`config.mk`:
```
export PLATFORM = sky130hd
export DESIGN_NAME = branch_predictor_flat
export DESIGN_NICKNAME = d
export VERILOG_FILES = /design/src/rtl/branch_predictor_if.sv /design/src/rtl/branch_predictor.sv /design/src/flat_wrapper.sv
export SDC_FILE = /design/constraint.sdc
export NUM_CORES = 2
export LEC_CHECK = 0
export BUFFER_PORTS_ARGS = -buffer_cell sky130_fd_sc_hd__buf_2
export CORE_ASPECT_RATIO = 0.8
export CORE_MARGIN = 2
export CORE_UTILIZATION = 55
export CTS_CLUSTER_SIZE = 8
export DETAILED_ROUTE_END_ITERATION = 12
export PLACE_DENSITY = 0.75
export SYNTH_ARGS = -nofsm -noshare
export SYNTH_HDL_FRONTEND = slang
export SYNTH_SLANG_ARGS = --single-unit
```
`constraint.sdc`:
```
create_clock -name clk -period 5.45 [get_ports clk]
set_clock_uncertainty 0.05 [all_clocks]
set_input_delay 1.09 -clock clk [delete_from_list [all_inputs] [get_ports clk]]
set_output_delay 1.09 -clock clk [all_outputs]
set_load 0.02 [all_outputs]
```
`src/rtl/branch_predictor_if.sv`:
```
// Fetch/resolve bundle between the pipeline and the branch predictor.
// Purely combinational wiring with no latency of its own.
// No backpressure: lookups and resolves are accepted every cycle.
interface branch_predictor_if #(
  parameter int XLEN = 32
);
  // fetch-side lookup
  logic [XLEN-1:0] if_pc;
  logic            pred_taken;
  logic [XLEN-1:0] pred_target;
  // EX-side resolution
  logic            ex_valid;
  logic [XLEN-1:0] ex_pc;
  logic            ex_taken;
  logic            ex_uncond;
  logic [XLEN-1:0] ex_target;
  logic            ex_pred_taken;
  logic [XLEN-1:0] ex_pred_target;
  logic            bp_flush;
  logic            mispredict;
  logic [XLEN-1:0] redirect_pc;
  logic [31:0]     branch_count;
  logic [31:0]     mispredict_count;

  modport master (
    output if_pc, ex_valid, ex_pc, ex_taken, ex_uncond, ex_target,
           ex_pred_taken, ex_pred_target, bp_flush,
    input  pred_taken, pred_target, mispredict, redirect_pc,
           branch_count, mispredict_count
  );

  modport slave (
    input  if_pc, ex_valid, ex_pc, ex_taken, ex_uncond, ex_target,
           ex_pred_taken, ex_pred_target, bp_flush,
    output pred_taken, pred_target, mispredict, redirect_pc,
           branch_count, mispredict_count
  );
endinterface

```
`src/rtl/branch_predictor.sv`:
```
// Direct-mapped BTB with 2-bit saturating counters, plus mispredict detection.
// Zero-latency lookup and mispredict; table/counter updates land on the next edge.
// No backpressure: one lookup and one resolve accepted every cycle.
module branch_predictor #(
  parameter int INDEX_BITS = 4,
  parameter int XLEN       = 32
) (
  input logic               clk,
  input logic               rst_n,
  branch_predictor_if.slave bp
);
  localparam int ENTRIES = 1 << INDEX_BITS;
  localparam int TAG_W   = XLEN - INDEX_BITS - 2;

  logic             valid_q [ENTRIES];
  logic             valid_d [ENTRIES];
  logic [TAG_W-1:0] tag_q   [ENTRIES];
  logic [TAG_W-1:0] tag_d   [ENTRIES];
  logic [XLEN-1:0]  tgt_q   [ENTRIES];
  logic [XLEN-1:0]  tgt_d   [ENTRIES];
  logic [1:0]       cnt_q   [ENTRIES];
  logic [1:0]       cnt_d   [ENTRIES];
  logic             unc_q   [ENTRIES];
  logic             unc_d   [ENTRIES];

  logic [31:0] br_cnt_q, br_cnt_d;
  logic [31:0] mis_cnt_q, mis_cnt_d;

  logic [INDEX_BITS-1:0] if_idx, ex_idx;
  logic [TAG_W-1:0]      if_tag, ex_tag;
  logic                  if_hit, ex_hit;
  logic                  mispredict;

  assign if_idx = bp.if_pc[INDEX_BITS+1:2];
  assign if_tag = bp.if_pc[XLEN-1:INDEX_BITS+2];
  assign ex_idx = bp.ex_pc[INDEX_BITS+1:2];
  assign ex_tag = bp.ex_pc[XLEN-1:INDEX_BITS+2];

  // Fetch lookup reads only registered state, so a same-cycle update is not visible yet.
  always_comb begin
    if_hit         = valid_q[if_idx] && (tag_q[if_idx] == if_tag);
    bp.pred_taken  = if_hit && (unc_q[if_idx] || cnt_q[if_idx][1]);
    bp.pred_target = bp.pred_taken ? tgt_q[if_idx] : bp.if_pc + XLEN'(4);
  end

  // Compare the resolved outcome with what IF predicted for it.
  always_comb begin
    mispredict     = bp.ex_valid &&
                     ((bp.ex_taken != bp.ex_pred_taken) ||
                      (bp.ex_taken && (bp.ex_target != bp.ex_pred_target)));
    bp.mispredict  = mispredict;
    bp.redirect_pc = bp.ex_taken ? bp.ex_target : bp.ex_pc + XLEN'(4);
  end

  // Next table contents: flush wins over a resolve; a not-taken miss leaves the table alone.
  always_comb begin
    for (int i = 0; i < ENTRIES; i++) begin
      valid_d[i] = valid_q[i];
      tag_d[i]   = tag_q[i];
      tgt_d[i]   = tgt_q[i];
      cnt_d[i]   = cnt_q[i];
      unc_d[i]   = unc_q[i];
    end
    ex_hit = valid_q[ex_idx] && (tag_q[ex_idx] == ex_tag);
    if (bp.bp_flush) begin
      for (int i = 0; i < ENTRIES; i++) valid_d[i] = 1'b0;
    end else if (bp.ex_valid) begin
      if (ex_hit && bp.ex_taken) begin
        cnt_d[ex_idx] = (cnt_q[ex_idx] == 2'd3) ? 2'd3 : cnt_q[ex_idx] + 2'd1;
        tgt_d[ex_idx] = bp.ex_target;
        unc_d[ex_idx] = bp.ex_uncond;
      end else if (ex_hit) begin
        cnt_d[ex_idx] = (cnt_q[ex_idx] == 2'd0) ? 2'd0 : cnt_q[ex_idx] - 2'd1;
      end else if (bp.ex_taken) begin
        valid_d[ex_idx] = 1'b1;
        tag_d[ex_idx]   = ex_tag;
        tgt_d[ex_idx]   = bp.ex_target;
        cnt_d[ex_idx]   = 2'b10;
        unc_d[ex_idx]   = bp.ex_uncond;
      end
    end
  end

  // Saturating performance counters; a flush does not touch them.
  always_comb begin
    br_cnt_d  = (bp.ex_valid && (br_cnt_q != 32'hFFFF_FFFF)) ? br_cnt_q + 32'd1 : br_cnt_q;
    mis_cnt_d = (mispredict && (mis_cnt_q != 32'hFFFF_FFFF)) ? mis_cnt_q + 32'd1 : mis_cnt_q;
    bp.branch_count     = br_cnt_q;
    bp.mispredict_count = mis_cnt_q;
  end

  // State registers; reset leaves every entry invalid and weakly not-taken.
  always_ff @(posedge clk or negedge rst_n) begin
    if (!rst_n) begin
      for (int i = 0; i < ENTRIES; i++) begin
        valid_q[i] <= 1'b0;
        tag_q[i]   <= '0;
        tgt_q[i]   <= '0;
        cnt_q[i]   <= 2'b01;
        unc_q[i]   <= 1'b0;
      end
      br_cnt_q  <= '0;
      mis_cnt_q <= '0;
    end else begin
      for (int i = 0; i < ENTRIES; i++) begin
        valid_q[i] <= valid_d[i];
        tag_q[i]   <= tag_d[i];
        tgt_q[i]   <= tgt_d[i];
        cnt_q[i]   <= cnt_d[i];
        unc_q[i]   <= unc_d[i];
      end
      br_cnt_q  <= br_cnt_d;
      mis_cnt_q <= mis_cnt_d;
    end
  end
endmodule

```
`src/flat_wrapper.sv`:
```
// flat-port wrapper written by rule: the top's interface ports become plain ports
module branch_predictor_flat 
#(
  parameter int INDEX_BITS = 4,
  parameter int XLEN       = 32
)
  (clk, rst_n, bp_if_pc, bp_ex_valid, bp_ex_pc, bp_ex_taken, bp_ex_uncond, bp_ex_target, bp_ex_pred_taken, bp_ex_pred_target, bp_bp_flush, bp_pred_taken, bp_pred_target, bp_mispredict, bp_redirect_pc, bp_branch_count, bp_mispredict_count);
  branch_predictor_if #(.XLEN(XLEN)) bp_i ();
  input logic clk;
  input logic rst_n;
  input wire logic [$bits(bp_i.if_pc)-1:0] bp_if_pc;
  input wire logic [$bits(bp_i.ex_valid)-1:0] bp_ex_valid;
  input wire logic [$bits(bp_i.ex_pc)-1:0] bp_ex_pc;
  input wire logic [$bits(bp_i.ex_taken)-1:0] bp_ex_taken;
  input wire logic [$bits(bp_i.ex_uncond)-1:0] bp_ex_uncond;
  input wire logic [$bits(bp_i.ex_target)-1:0] bp_ex_target;
  input wire logic [$bits(bp_i.ex_pred_taken)-1:0] bp_ex_pred_taken;
  input wire logic [$bits(bp_i.ex_pred_target)-1:0] bp_ex_pred_target;
  input wire logic [$bits(bp_i.bp_flush)-1:0] bp_bp_flush;
  output wire logic [$bits(bp_i.pred_taken)-1:0] bp_pred_taken;
  output wire logic [$bits(bp_i.pred_target)-1:0] bp_pred_target;
  output wire logic [$bits(bp_i.mispredict)-1:0] bp_mispredict;
  output wire logic [$bits(bp_i.redirect_pc)-1:0] bp_redirect_pc;
  output wire logic [$bits(bp_i.branch_count)-1:0] bp_branch_count;
  output wire logic [$bits(bp_i.mispredict_count)-1:0] bp_mispredict_count;
  assign bp_i.if_pc = bp_if_pc;
  assign bp_i.ex_valid = bp_ex_valid;
  assign bp_i.ex_pc = bp_ex_pc;
  assign bp_i.ex_taken = bp_ex_taken;
  assign bp_i.ex_uncond = bp_ex_uncond;
  assign bp_i.ex_target = bp_ex_target;
  assign bp_i.ex_pred_taken = bp_ex_pred_taken;
  assign bp_i.ex_pred_target = bp_ex_pred_target;
  assign bp_i.bp_flush = bp_bp_flush;
  assign bp_pred_taken = bp_i.pred_taken;
  assign bp_pred_target = bp_i.pred_target;
  assign bp_mispredict = bp_i.mispredict;
  assign bp_redirect_pc = bp_i.redirect_pc;
  assign bp_branch_count = bp_i.branch_count;
  assign bp_mispredict_count = bp_i.mispredict_count;
  branch_predictor #(.INDEX_BITS(INDEX_BITS), .XLEN(XLEN)) u_core (.clk(clk), .rst_n(rst_n), .bp(bp_i));
endmodule
```
; ---- Yosys cells after proc, flatten, opt, wreduce, memory -nomap -nowiden
; Index checks and enable logic that the tools add are counted.
[totals]
reg_bits = 1056
latchBits = 0
ram_bits = 0
romBits = 0
input_bits = 135
out_inout_bits = 130
wordCells = 185
memories = 0
[op_classes]
n_addsub = 6
multipliers = 0
n_div = 0
n_lt_le_gt_ge = 3
eq_ne = 10
n_shift = 0
mux = 55
n_bitwise = 9
n_reduce_logical = 20
[ops]
columns = operator, count
row1 = $mux 512, 3
row2 = $bwmux 512, 1
row3 = $bwmux 416, 1
row4 = $mux 32, 8
row5 = $bmux 26 s4, 2
row6 = $mux 26, 5
row7 = $bmux 32 s4, 1
row8 = $demux 32 s4, 1
row9 = $mux 16, 8
row10 = $demux 26 s4, 1
row11 = $add 32x1->32 const B, 2
row12 = $add 32x3->32 const B, 2
row13 = $bwmux 32, 2
row14 = $ne 32x32->1 const B, 2
row15 = $eq 26x26->1, 2
row16 = $ne 32x32->1, 1
row17 = $or 16x16->16, 2
row18 = $and 16x16->16, 1
row19 = $bmux 2 s4, 2
row20 = $bwmux 16, 1
row21 = $not 16->16, 1
row22 = $mux 2, 7
row23 = $bmux 1 s4, 3
row24 = $ge 5x5->1 const B, 2
row25 = other kinds (19), 42

; ---- Logic depth before layout (Yosys ltp)
[depth]
ltp_word = 11
depth_mapped = 15

; ---- Worst setup path after synthesis
; OpenSTA, ideal clock, no wires.
[synth_timing]
kind = input port to output port
from = input port bp_if_pc[2]
to = output port bp_pred_target[10]
arrival_ns = 4.459
required_time_ns = 4.310
slack_ns = -0.149
path_stages = 10
path_buffers = 2
path_cell_list = buf_1 > mux4_2 > mux4_2 > xnor2_1 > nand2_1 > nor3b_1 > nand4b_1 > nor4b_1 > buf_2 > mux2_2
[synth_via]
elab_chain_cells = 8
elab_cells_between_ends = 22
[synth_rtl]
columns = element, line_no
row1 = from (decl), flat_wrapper.sv:11  ; input wire logic [$bits(bp_i.if_pc)-1:0] bp_if_pc;
row2 = $not 4->5 (not written as such), "branch_predictor.sv:41, branch_predictor.sv:42, branch_predictor.sv:43"
row3 = $bmux 26 s4, branch_predictor.sv:41  ; if_hit = valid_q[if_idx] && (tag_q[if_idx] == if_tag);
row4 = $mux 26 (not written as such) (2 in series), branch_predictor.sv:41
row5 = $eq 26x26->1, branch_predictor.sv:41
row6 = $logic_and 1x1->1, branch_predictor.sv:41
row7 = $logic_and 1x1->1, branch_predictor.sv:42  ; bp.pred_taken = if_hit && (unc_q[if_idx] || cnt_q[if_idx][1]);
row8 = $mux 32 *, branch_predictor.sv:43  ; bp.pred_target = bp.pred_taken ? tgt_q[if_idx] : bp.if_pc + XLEN'(4);
row9 = to (decl), flat_wrapper.sv:21  ; output wire logic [$bits(bp_i.pred_target)-1:0] bp_pred_target;
; Every way passes the cells marked *; elsewhere a longest branch is shown, timed or not. The select of a mux whose other input is x is not followed.

; ---- Worst setup path in the final report
[layout_timing]
from = input port bp_if_pc[3]
to = output port bp_pred_target[24]
; The elaborated chain is that of the path after synthesis.

==> impl_results.md <==
* Yosys reg bits at 1056
* Async SR Flop Fraction at 1.00
* Die Area at 103000 um2
* Max-Cap Viols at 0
* Die W at 358 um
* Final setup vio count at 33
* Vias per cell at 6.69
* Most frequent CP cell: buf_6
* Max H-tree Level at 4
* Number of global-route vias before repair at 42742
* Routed Antenna Nets at 0
* Sw power at roughly 6.1 mW
* Clock slew at reported path FFs at 0.05 ns
* 1st-pass router iterations at 8
* Register share of total power at 0.441
* Vias at 42624
* Run status: finished, violations left
* Share of layout cells above drive strength 1 at 0.287
* Clock Latency Late Sink at 0.76 ns
* Max-slew headroom at 0.133
* Kind of critical path: in -> out
* Final worst setup slack at -0.126 ns
* Die height at 287 um
* Cell variety after synth at 64
* Crit path buffers/inverters at 5
* Ports at roughly 270
* Post-synthesis sequential area ratio at 0.481
* Clk buf depth at 3
* Final #Nets at 5165
* Hold_buf cts at 0
* CTS tree: yes
* EDFF count, synth at 0
* Net Sw Frac at 0.282
* Crit path required time at 4.31 ns
* DR top layer: met5
* Met3 routed WL at roughly 30 mm
* Footprint of the multi-input gates at 27000 um2
* Gr usage total at 0.372
* Ys flop type: dfrtp_1
* Crit path arrival time at about 4.4 ns
* Filler cells at between 7000 and 8000
* Finished Core Util at 0.647
* Initial Util at 0.556
* Met1 Wirelength at 68.1 mm
* Cell Chain, Critical Path: buf_8 -> buf_6 -> mux4_2 -> mux4_2 -> xnor2_4 -> and4_1 -> nand4_1 -> nor4b_4 -> buf_6 -> buf_12 -> mux2_4 -> buf_6
* Ys Warns at 0
* Syn Nets at between 4000 and 5000
* Drt first-iter violations at 6253
* Fmax at 0.179 GHz
* Root Driver: clkbuf_16
* DPL Wire Length at 119 mm
* Type of the most critical hold path: in -> async
* Crit start category: input pin
* Max VDD drop at 0.306 mV
* Final wirelength at 190 mm
* GR Overflow Total at 0
* Final Max Tran Viols at 0
* Core ar. at approximately 99000 um2
* Sequential cell area at between 20000 and 30000 um2
* Internal power consumption at 15.7 mW
* Number of instances in the placed design at about 6100
* Initial antenna violation count at 20
* Worst Tran Pin Value at around 1.3 ns
* TritonCTS Sinks at 1056
* Row count at 103
* Cell area after synthesis at 55000 um2
* Finished Layout Cells at 6376
* Fin. Hold Viols at 0
* Max stage delay on crit path at roughly 0.54 ns
* Post-Synthesis Cells at approximately 4700
* Clk pwr share at 0.390
* RSZ-0062 raised after global routing: yes
* Place WS at -0.274 ns
* Critical Path End Type: primary output
* Pwr dens at 341 nW/um2
* Syn avg cell area at roughly 12 um2
* Average wire per cell in the routed design at 29.8 um
* Worst-path maximum fanout at 20
* Crit share post-route at 1.02
* DR DRC count at 0
* Flop2flop setup slack at roughly 1.1 ns
* First-pass GRT wire length at between 200 and 300 mm
* Crit path max-delay family: multiplexers
* CTS Buf Count at 150
* Synth-to-layout area growth at 16.2%
* Gpl congestion at approximately 0.96
* Comb pwr share at 0.169
* Metal2 WL at 80.8 mm
* Pin count of the biggest net entering global routing at 123
* Leakage at 30.8 nW
* Failing checks: negative setup slack
* Number of port buffers at 264
* CP max-delay cell: mux4_2
* Fin crit period at roughly 5.6 ns
==> logic make-up (layout without fill, tap and decap cells) <==
family	count (synthesis)	after routing	synth area share
xor+xnor	211	211	0.0336
compound gates	217	217	0.0307
flops	1056	1056	0.481
other cells	0	5	0
buf+inv	435	754	0.0357
mux	1010	1010	0.285
fa+ha+maj	9	9	0.00196
simple gates	1802	1802	0.132
==> cells in the final DEF (no fill, tap or decap), types with 46 or more instances in the layout <==
cell type  instances
buf_12            46
buf_2            222
buf_4            200
clkbuf_16        158
dfrtp_1         1040
mux2_1           251
mux2_2           241
mux2i_1           91
mux4_2           392
nand2_1         1470
nand3_1           55
nor2_1            80
o21ai_0           90
xnor2_1          113
xor2_1            88
==> flip-flops by register name, summed over array words and instances (netlist names) <==
name                        count
u_core.unc_q                   16
u_core.cnt_q                   32
u_core.valid_q                 16
u_core.tag_q                  416
u_core.tgt_q                  512
u_core.bp.branch_count         32
u_core.bp.mispredict_count     32
==> power groups by stage <==
stage / Clock (mW) / Sequential [mW] / Combinational [mW]
floorplan: 0 / 9.45 / 2.28
global placement: 0 / 9.62 / 3.35
detailed placement: 0 / 9.66 / 3.45
CTS: 8.53 / 9.56 / 3.56
global route: 8.91 / 9.69 / 3.92
finish: 8.52 / 9.62 / 3.69
==> layout make-up <==
class,instances,share of cell area
multi-input combinational,3249,0.423
sequential,1056,0.414
timing repair buffer,527,0.0703
clock buffer,176,0.0616
tap,1312,0.0257
clock inverter,12,0.00335
inverter,38,0.00229
antenna,5,0.000196
timing repair inverter,1,0.0000783
==> timing repair <==
| item | CTS | global route |
|---|---|---|
| resized for setup | 90 | 53 |
| pin swaps | 12 | 11 |
| endpoints found under the setup margin | 33 | 35 |
| buffers inserted | 17 | 9 |
| gates cloned | 7 | 5 |
==> per-stage QoR <==
| stage | setup TNS (ns) | total power [mW] | instance area (um2) | hold WS, ns |
|---|---|---|---|---|
| 2_1_floorplan | 0 | 11.7 | 55000 | 0.390 |
| 3_5_place_dp | -7.70 | 13.1 | 58700 | 0.408 |
| 4_1_cts | -0.423 | 21.7 | 63500 | 0.334 |
| 5_1_grt | -3.65 | 22.5 | 63900 | 0.368 |
| 3_3_place_gp | -5.70 | 13.0 | 58700 | 0.403 |
| 6_report | -2.29 | 21.8 | 63900 | 0.303 |
==> synth_stat cells, drive strengths merged, types with 7 or more instances <==
cell type | count | area share
nand2 | 1485 | 0.10
dfrtp | 1040 | 0.47
mux2 | 524 | 0.11
mux4 | 392 | 0.16
clkbuf | 266 | 0.018
buf | 131 | 0.015
xnor2 | 121 | 0.019
nor2 | 95 | 0.0065
mux2i | 94 | 0.017
o21ai | 90 | 0.0082
xor2 | 90 | 0.014
nand3 | 55 | 0.0050
inv | 37 | 0.0025
nand4 | 33 | 0.0038
and2 | 28 | 0.0032
and3 | 27 | 0.0031
nor3 | 23 | 0.0021
a21oi | 20 | 0.0018
o41a | 17 | 0.0035
dfstp | 16 | 0.0076
o41ai | 16 | 0.0025
o31ai | 15 | 0.0058
nor2b | 13 | 0.0015
nor4 | 13 | 0.0015
o211ai | 9 | 0.0012
a31oi | 7 | 0.00080
and4 | 7 | 0.0011
ha | 7 | 0.0016
==> routing by layer <==
metal,GRT usage,vias to the layer above
met5,0,-
met1,0.490,21474
met4,0.194,22
met3,0.166,718
li1,-,17029
met2,0.521,3381
==> final timing paths <==
| path | cells past startpoint | to | start |
|---|---|---|---|
| max in group asynchronous | 3 | u_core.tgt_q[270]$_DFFE_PN0P_ | rst_n |
| min in group clk | 2 | u_core.tgt_q[32]$_DFFE_PN0P_ | u_core.tgt_q[32]$_DFFE_PN0P_ |
| hold reg to reg | 2 | u_core.tgt_q[32]$_DFFE_PN0P_ | u_core.tgt_q[32]$_DFFE_PN0P_ |
| setup / recovery | 12 | bp_pred_target[24] | bp_if_pc[3] |
| hold / removal | 1 | u_core.tgt_q[493]$_DFFE_PN0P_ | rst_n |
| setup reg to reg | 12 | u_core.tag_q[202]$_DFFE_PN0P_ | u_core.tag_q[344]$_DFFE_PN0P_ |
Power figures use the tool's default switching activity.
